<file path="config.mk">
export PLATFORM = sky130hd
export DESIGN_NAME = snake_controller_gen
export DESIGN_NICKNAME = d
export VERILOG_FILES = /design/src/rtl/snake_pkg.sv /design/src/rtl/snake_display_mux.sv /design/src/rtl/snake_controller_gen.sv
export SDC_FILE = /design/constraint.sdc
export NUM_CORES = 1
export LEC_CHECK = 0
export ABC_AREA = 1
export BUFFER_PORTS_ARGS = -buffer_cell sky130_fd_sc_hd__clkbuf_2
export CAP_MARGIN = 25
export CORE_MARGIN = 2
export CORE_UTILIZATION = 40
export CTS_CLUSTER_SIZE = 10
export DETAILED_ROUTE_END_ITERATION = 6
export MAX_ROUTING_LAYER = met4
export PLACE_DENSITY = 0.69
export SETUP_SLACK_MARGIN = 0.2
export SLEW_MARGIN = 20
export SYNTH_ARGS = -nofsm -noshare
export SYNTH_HDL_FRONTEND = slang
export SYNTH_SLANG_ARGS = --single-unit
</file>
<file path="constraint.sdc">
create_clock -name clka -period 2 [get_ports clka]
set_input_delay 0.4 -clock clka [delete_from_list [all_inputs] [get_ports clka]]
set_output_delay 0.4 -clock clka [all_outputs]
set_load 0.05 [all_outputs]
</file>
<file path="src/rtl/snake_pkg.sv">
// Shared encodings for the snake game controller: state enums, from_logic/to_logic
// bit positions and the direction button one-hot codes.
package snake_pkg;

  typedef enum logic [1:0] {
    GS_INIT  = 2'd0,
    GS_RUN   = 2'd1,
    GS_STOP  = 2'd2,
    GS_PAUSE = 2'd3
  } game_state_t;

  typedef enum logic [1:0] {
    DIR_UP    = 2'd0,
    DIR_DOWN  = 2'd1,
    DIR_LEFT  = 2'd2,
    DIR_RIGHT = 2'd3
  } dir_state_t;

  typedef enum logic [1:0] {
    EX_CHECK   = 2'd0,
    EX_INPUT   = 2'd1,
    EX_WAIT    = 2'd2,
    EX_DISPLAY = 2'd3
  } exec_state_t;

  localparam int unsigned FL_DONE      = 0;
  localparam int unsigned FL_END       = 1;
  localparam int unsigned FL_GROW      = 2;
  localparam int unsigned TL_TICK      = 0;
  localparam int unsigned TL_NO_UPDATE = 1;

  localparam logic [3:0] BTN_UP    = 4'b0001;
  localparam logic [3:0] BTN_DOWN  = 4'b0010;
  localparam logic [3:0] BTN_LEFT  = 4'b0100;
  localparam logic [3:0] BTN_RIGHT = 4'b1000;

  // Opposite directions differ only in the LSB of their encoding.
  function automatic logic is_reversal(input dir_state_t a, input dir_state_t b);
    logic [1:0] w_a;
    logic [1:0] w_b;
    w_a = a;
    w_b = b;
    return (w_a ^ w_b) == 2'b01;
  endfunction

  function automatic dir_state_t btn_to_dir(input logic [3:0] btn);
    case (btn)
      BTN_UP:   return DIR_UP;
      BTN_DOWN: return DIR_DOWN;
      BTN_LEFT: return DIR_LEFT;
      default:  return DIR_RIGHT;
    endcase
  endfunction

endpackage

</file>
<file path="src/rtl/snake_display_mux.sv">
// LED matrix row scanner: while enabled, shows one row per cycle and flags the
// last row of the last requested frame.
module snake_display_mux
  import snake_pkg::*;
#(
  parameter int ROWS = 8,
  parameter int COLS = 8,
  parameter int FW   = 4
) (
  input  logic                 clka,
  input  logic                 restart_n,
  input  logic                 i_enable,
  input  logic [ROWS*COLS-1:0] i_led_array_flat,
  input  logic [FW-1:0]        i_frame_target,
  output logic [ROWS-1:0]      o_row_cathode,
  output logic [COLS-1:0]      o_column_anode,
  output logic                 o_frame_done
);

  localparam int RW = (ROWS > 1) ? $clog2(ROWS) : 1;

  logic [RW-1:0] r_row;
  logic [FW-1:0] r_frame;
  logic [FW-1:0] r_target;
  logic          r_active;
  logic [FW-1:0] w_target;
  logic          w_last_row;
  logic          w_last;

  // The target is captured on the first enabled cycle and held for the whole burst.
  assign w_target   = r_active ? r_target : i_frame_target;
  assign w_last_row = (r_row == RW'(ROWS - 1));
  assign w_last     = w_last_row && (r_frame == (w_target - FW'(1)));

  always_ff @(posedge clka) begin
    if (!restart_n) begin
      r_row          <= '0;
      r_frame        <= '0;
      r_target       <= '0;
      r_active       <= 1'b0;
      o_row_cathode  <= '1;
      o_column_anode <= '0;
      o_frame_done   <= 1'b0;
    end else if (i_enable) begin
      r_active       <= 1'b1;
      r_target       <= w_target;
      o_row_cathode  <= ~(ROWS'(1) << r_row);
      o_column_anode <= i_led_array_flat[int'(r_row)*COLS +: COLS];
      o_frame_done   <= w_last;
      if (w_last_row) begin
        r_row   <= '0;
        r_frame <= r_frame + FW'(1);
      end else begin
        r_row <= r_row + RW'(1);
      end
    end else begin
      r_row          <= '0;
      r_frame        <= '0;
      r_active       <= 1'b0;
      o_row_cathode  <= '1;
      o_column_anode <= '0;
      o_frame_done   <= 1'b0;
    end
  end

endmodule

</file>
<file path="src/rtl/snake_controller_gen.sv">
// Snake game controller: sequences check/input/wait-logic/display ticks, buffers
// direction presses, handles pause, speed levels and the logic-handshake timeout.
module snake_controller_gen
  import snake_pkg::*;
#(
  parameter int ROWS           = 8,
  parameter int COLS           = 8,
  parameter int DISPLAY_CYCLES = 8,
  parameter int NUM_SPEEDS     = 4,
  parameter int LOGIC_TIMEOUT  = 64,
  localparam int SPD_W = (NUM_SPEEDS > 1) ? $clog2(NUM_SPEEDS) : 1,
  localparam int FW    = $clog2(DISPLAY_CYCLES + 1),
  localparam int TW    = (LOGIC_TIMEOUT > 1) ? $clog2(LOGIC_TIMEOUT) : 1
) (
  input  logic                 clka,
  input  logic                 restart_n,
  input  logic [3:0]           direction_in,
  input  logic                 pause_in,
  input  logic [2:0]           from_logic,
  input  logic [ROWS*COLS-1:0] led_array_flat,
  output logic [1:0]           game_state,
  output logic [1:0]           direction_state,
  output logic [1:0]           execution_state,
  output logic [1:0]           to_logic,
  output logic [SPD_W-1:0]     speed_level,
  output logic                 logic_timeout,
  output logic [ROWS-1:0]      row_cathode,
  output logic [COLS-1:0]      column_anode
);

  game_state_t      r_game;
  dir_state_t       r_dir;
  dir_state_t       r_pend;
  exec_state_t      r_exec;
  logic             r_pend_valid;
  logic             r_pause_prev;
  logic [1:0]       r_to_logic;
  logic [SPD_W-1:0] r_speed;
  logic             r_timeout;
  logic [TW-1:0]    r_wait_cnt;

  logic             w_pause_edge;
  logic             w_onehot;
  dir_state_t       w_btn_dir;
  logic             w_done;
  logic             w_timeout_hit;
  logic             w_disp_next;
  logic             w_frame_done;
  logic [SPD_W-1:0] w_speed_next;
  logic [FW-1:0]    w_frame_target;

  function automatic logic [FW-1:0] frames_for(input logic [SPD_W-1:0] s);
    int unsigned f;
    f = DISPLAY_CYCLES >> s;
    if (f == 0) f = 1;
    return FW'(f);
  endfunction

  assign w_pause_edge  = pause_in & ~r_pause_prev;
  assign w_btn_dir     = btn_to_dir(direction_in);
  assign w_done        = from_logic[FL_DONE];
  assign w_timeout_hit = (r_wait_cnt == TW'(LOGIC_TIMEOUT - 1));

  always_comb begin
    w_onehot = 1'b0;
    case (direction_in)
      BTN_UP, BTN_DOWN, BTN_LEFT, BTN_RIGHT: w_onehot = 1'b1;
      default:                               w_onehot = 1'b0;
    endcase
  end

  // Speed as it will be after this edge, so a GROW tick already displays faster.
  always_comb begin
    w_speed_next = r_speed;
    if (r_exec == EX_WAIT && w_done && from_logic[FL_GROW] &&
        r_speed != SPD_W'(NUM_SPEEDS - 1))
      w_speed_next = r_speed + SPD_W'(1);
  end

  always_comb begin
    w_disp_next = 1'b0;
    case (r_exec)
      EX_CHECK:   w_disp_next = (r_game == GS_INIT) || (r_game == GS_PAUSE);
      EX_WAIT:    w_disp_next = w_done || w_timeout_hit;
      EX_DISPLAY: w_disp_next = !w_frame_done;
      default:    w_disp_next = 1'b0;
    endcase
  end

  assign w_frame_target = frames_for(w_speed_next);

  always_ff @(posedge clka) begin
    if (!restart_n) begin
      r_game       <= GS_INIT;
      r_dir        <= DIR_RIGHT;
      r_pend       <= DIR_UP;
      r_pend_valid <= 1'b0;
      r_exec       <= EX_CHECK;
      r_pause_prev <= 1'b0;
      r_to_logic   <= '0;
      r_speed      <= '0;
      r_timeout    <= 1'b0;
      r_wait_cnt   <= '0;
    end else begin
      r_pause_prev <= pause_in;

      case (r_game)
        GS_INIT:  if (|direction_in) r_game <= GS_RUN;
        GS_RUN: begin
          if (r_exec == EX_WAIT && from_logic[FL_END]) r_game <= GS_STOP;
          else if (w_pause_edge)                       r_game <= GS_PAUSE;
        end
        GS_PAUSE: if (w_pause_edge) r_game <= GS_RUN;
        default:  r_game <= r_game;
      endcase

      // Consumption in INPUT takes priority over a press arriving in that same cycle.
      if (r_exec == EX_INPUT) begin
        if (r_pend_valid) r_dir <= r_pend;
        r_pend_valid <= 1'b0;
      end else if (!r_pend_valid && w_onehot && w_btn_dir != r_dir &&
                   !is_reversal(w_btn_dir, r_dir)) begin
        r_pend       <= w_btn_dir;
        r_pend_valid <= 1'b1;
      end

      r_to_logic <= '0;
      case (r_exec)
        EX_CHECK: begin
          if (w_disp_next) begin
            r_exec <= EX_DISPLAY;
          end else begin
            r_exec                   <= EX_INPUT;
            r_to_logic[TL_TICK]      <= 1'b1;
            r_to_logic[TL_NO_UPDATE] <= (r_game == GS_STOP);
          end
        end
        EX_INPUT: begin
          r_exec     <= EX_WAIT;
          r_wait_cnt <= '0;
        end
        EX_WAIT: begin
          if (w_done) begin
            r_exec  <= EX_DISPLAY;
            r_speed <= w_speed_next;
          end else if (w_timeout_hit) begin
            r_exec    <= EX_DISPLAY;
            r_timeout <= 1'b1;
          end else begin
            r_wait_cnt <= r_wait_cnt + TW'(1);
          end
        end
        default: if (!w_disp_next) r_exec <= EX_CHECK;
      endcase
    end
  end

  snake_display_mux #(
    .ROWS (ROWS),
    .COLS (COLS),
    .FW   (FW)
  ) u_display_mux (
    .clka             (clka),
    .restart_n        (restart_n),
    .i_enable         (w_disp_next),
    .i_led_array_flat (led_array_flat),
    .i_frame_target   (w_frame_target),
    .o_row_cathode    (row_cathode),
    .o_column_anode   (column_anode),
    .o_frame_done     (w_frame_done)
  );

  assign game_state      = r_game;
  assign direction_state = r_dir;
  assign execution_state = r_exec;
  assign to_logic        = r_to_logic;
  assign speed_level     = r_speed;
  assign logic_timeout   = r_timeout;

endmodule

</file>
==> metrics.txt <==
final setup vio count=0; register area share after synthesis=0.345; setup TNS=0 ns; Worst Setup Start Kind=register; Net Count, Synth=496; hold_buf cts=0; Rel. slew slack=0.719; vias per inst=4.83; Leakage=between 0.0015 and 0.002 uW; Ys Warns=0; CTS sink cnt=50; Crit Path Max Fanout=4; GRT Util Overall=0.185; Crit Path Class=reg2reg; Final Critical Period=between 1.5 and 2 ns; final worst-path cycle share=0.984; MaxCap Viol Count=0; share of the synthesized area in the top cell type=0.345; clock-pin slew on the worst setup and hold paths=0.09 ns; Area contributors post-synth=dfxtp_1 35%, nand2_1 8.4%, ha_1 8.2%; highest achievable clock rate=508 MHz; share of cells above drive strength 1=0.325; Slew @ Worst Pin=about 0.42 ns; CP endpoint kind=register; Post-Syn Instances=403; Clock Power Share=0.142; post-route ant nets=0; status=completed; Int Power=between 2000 and 2500 uW; layout net count=604; most frequent cells in the layout=100 x clkbuf_2, 64 x nand2_1, 57 x nor2_1; Combinational Power Share=0.533; syn avg cell area=7.20 sq um; core area=just over 7000 sq um; Core Rows=31; die area=7950 sq um; Req. time, crit path=roughly 2.3 ns; library cells used by synthesis=36; die extent in y=just under 90 um; CTS buffer count=5; Starting Density=0.406; # H-tree levels=2; largest net degree at the start of global routing=29; hold slack=roughly 0.30 ns; first-pass GRT wire length=11.3 mm; RSZ-0062 raised after global routing=yes; CTS tree=built; drt first pass iters=4; sw frac=0.466; worst hold path type=in2reg; sw power=1850 uW; most common cell after layout, fill and taps aside=clkbuf_2; Area growth, synth to finish=29.4%; pwr/cell area=1060 nW/um^2; Slew Limit Fails=0; routed vias=2944; Synth Register Bits=50; Sequential Power Share=0.324; fillers=731; Clk Latency, worst-skew pair=about 0.30 ns; total grt overflow=0; antenna violations before repair=0; Final Hold Fails=0; Iteration-0 DRC Markers=74; antenna cells=0; Cell Area, Synth=2900 sq um; die width=slightly below 90 um; vias in the first global route=2655; Post-route DRC=0; clk buf depth=2; Routed wire per std cell=11.5 um; count of input and output buffers=100; Routed Wire Length=7.02 mm; Final GP Congestion=between 0.8 and 0.9; num ports=between 100 and 150; cell taking the most area after synthesis=dfxtp_1; worst vdd ir=0.000445 V; Worst EP arrival=about 2.2 ns; final core occ=0.526; Final HPWL DP=5.57 mm; Post-Route Skew=0.00355 ns; Clock Tree Root=clkbuf_8
[worst paths after layout]
path	endpoint	startpoint	depth (start not counted)	slack [ns]
max	u_display_mux.o_frame_done	execution_state[0]	18	0.03
min	r_pause_prev	pause_in	3	0.30
max reg2reg	u_display_mux.o_frame_done	execution_state[0]	18	0.03
min reg2reg	r_pend[0]	r_pend[0]	2	0.46
[repair_timing]
action,4_1_cts,5_1_grt
gates resized for setup,3,7
hold endpoints to repair,0,0
setup endpoints to repair,1,11
buffers inserted,6,1
pin swaps,9,0
[cell families (layout without fill, tap and decap cells)]
group                    Yosys count  count (layout)  share of synthesized area
AND/OR/NAND/NOR                  176             176                      0.298
XOR/XNOR                           5               5                     0.0151
buffers and inverters             58             166                     0.0798
adder cells (fa/ha/maj)           19              19                     0.0820
AO/OA/AOI/OAI                     95              95                      0.180
flip-flops                        50              50                      0.345
[metal layers]
layer	global-route usage	up-vias	share of wire
met5	-	-	0
met4	0.0611	0	0.016
met3	0.0351	10	0.050
met2	0.308	90	0.49
met1	0.225	1300	0.45
li1	-	1544	-
[power by group through the flow]
stage	Combinational, uW	Clock [uW]	Sequential, uW
global placement	1970	0	1320
CTS	2070	582	1290
finish	2110	564	1290
floorplan	1180	0	1650
global route	2350	624	1310
detailed placement	1990	0	1320
[metrics by stage]
step | cell area, sq um | power [uW] | worst slack, ns | cells
3_3_place_gp | 3580 | 3290 | 0.0371 | 596
6_report | 3750 | 3960 | 0.0330 | 610
2_1_floorplan | 2960 | 2830 | 0.0130 | 403
5_1_grt | 3750 | 4280 | -0.0882 | 610
4_1_cts | 3720 | 3940 | 0.0403 | 609
3_5_place_dp | 3580 | 3310 | -0.0255 | 596
[critical path, cell delays in order (launching register included)]
cell	delay [ns]
dfxtp_4	0.37
inv_4	0.04
ha_4	0.16
nand2_4	0.08
inv_6	0.05
nand2_4	0.09
nand2_4	0.05
nand2_4	0.08
clkinv_4	0.06
nor2_4	0.12
nor2_4	0.06
ha_4	0.15
xor2_1	0.14
nand3b_1	0.16
nand2_1	0.07
nand2_1	0.04
nor2_1	0.09
nand2_1	0.06
inv_1	0.05
[flip-flops by register name, summed over array words and instances, names as in the netlist, 2 cells and up]
name and count:
u_display_mux.o_column_anode 8, u_display_mux.o_row_cathode 8, r_wait_cnt 6, u_display_mux.r_frame 4, u_display_mux.r_target 4, u_display_mux.r_row 3
direction_state 2, execution_state 2, game_state 2, r_pend 2, speed_level 2, to_logic 2
[synth_stat cells]
| cell | instances |
|---|---|
| nor2_8 | 1 |
| clkinv_1 | 1 |
| nand4_1 | 2 |
| nor4_1 | 2 |
| xnor2_1 | 1 |
| nand3b_1 | 4 |
| nand2_1 | 65 |
| clkbuf_1 | 11 |
| nor3_1 | 2 |
| nand3_2 | 4 |
| buf_2 | 2 |
| inv_4 | 1 |
| nor2_1 | 58 |
| o211ai_1 | 4 |
| and3_1 | 1 |
| o21bai_1 | 1 |
| inv_1 | 37 |
| a211oi_1 | 1 |
| inv_2 | 4 |
| nand3_1 | 19 |
| o21a_1 | 1 |
| dfxtp_1 | 50 |
| buf_4 | 1 |
| o21ai_0 | 44 |
| nand2_2 | 8 |
| nand3_4 | 3 |
| nor2_4 | 4 |
| or2_2 | 1 |
| xor2_1 | 4 |
| clkinv_4 | 1 |
| ha_1 | 19 |
| a21oi_2 | 1 |
| a21oi_1 | 25 |
| o22ai_1 | 17 |
| o21ai_2 | 1 |
| nand2_4 | 2 |
[cell type report]
cell class | count | area (sq um) | area share
Timing Repair Buffer | 115 | 613 | 0.163
Sequential cell | 50 | 1020 | 0.271
Inverter | 44 | 186 | 0.0497
Multi-Input combinational cell | 295 | 1730 | 0.462
Clock inverter | 1 | 6.26 | 0.00167
Clock buffer | 6 | 72.6 | 0.0193
Tap cell | 99 | 124 | 0.0330
(Power assumes the default switching activity.)
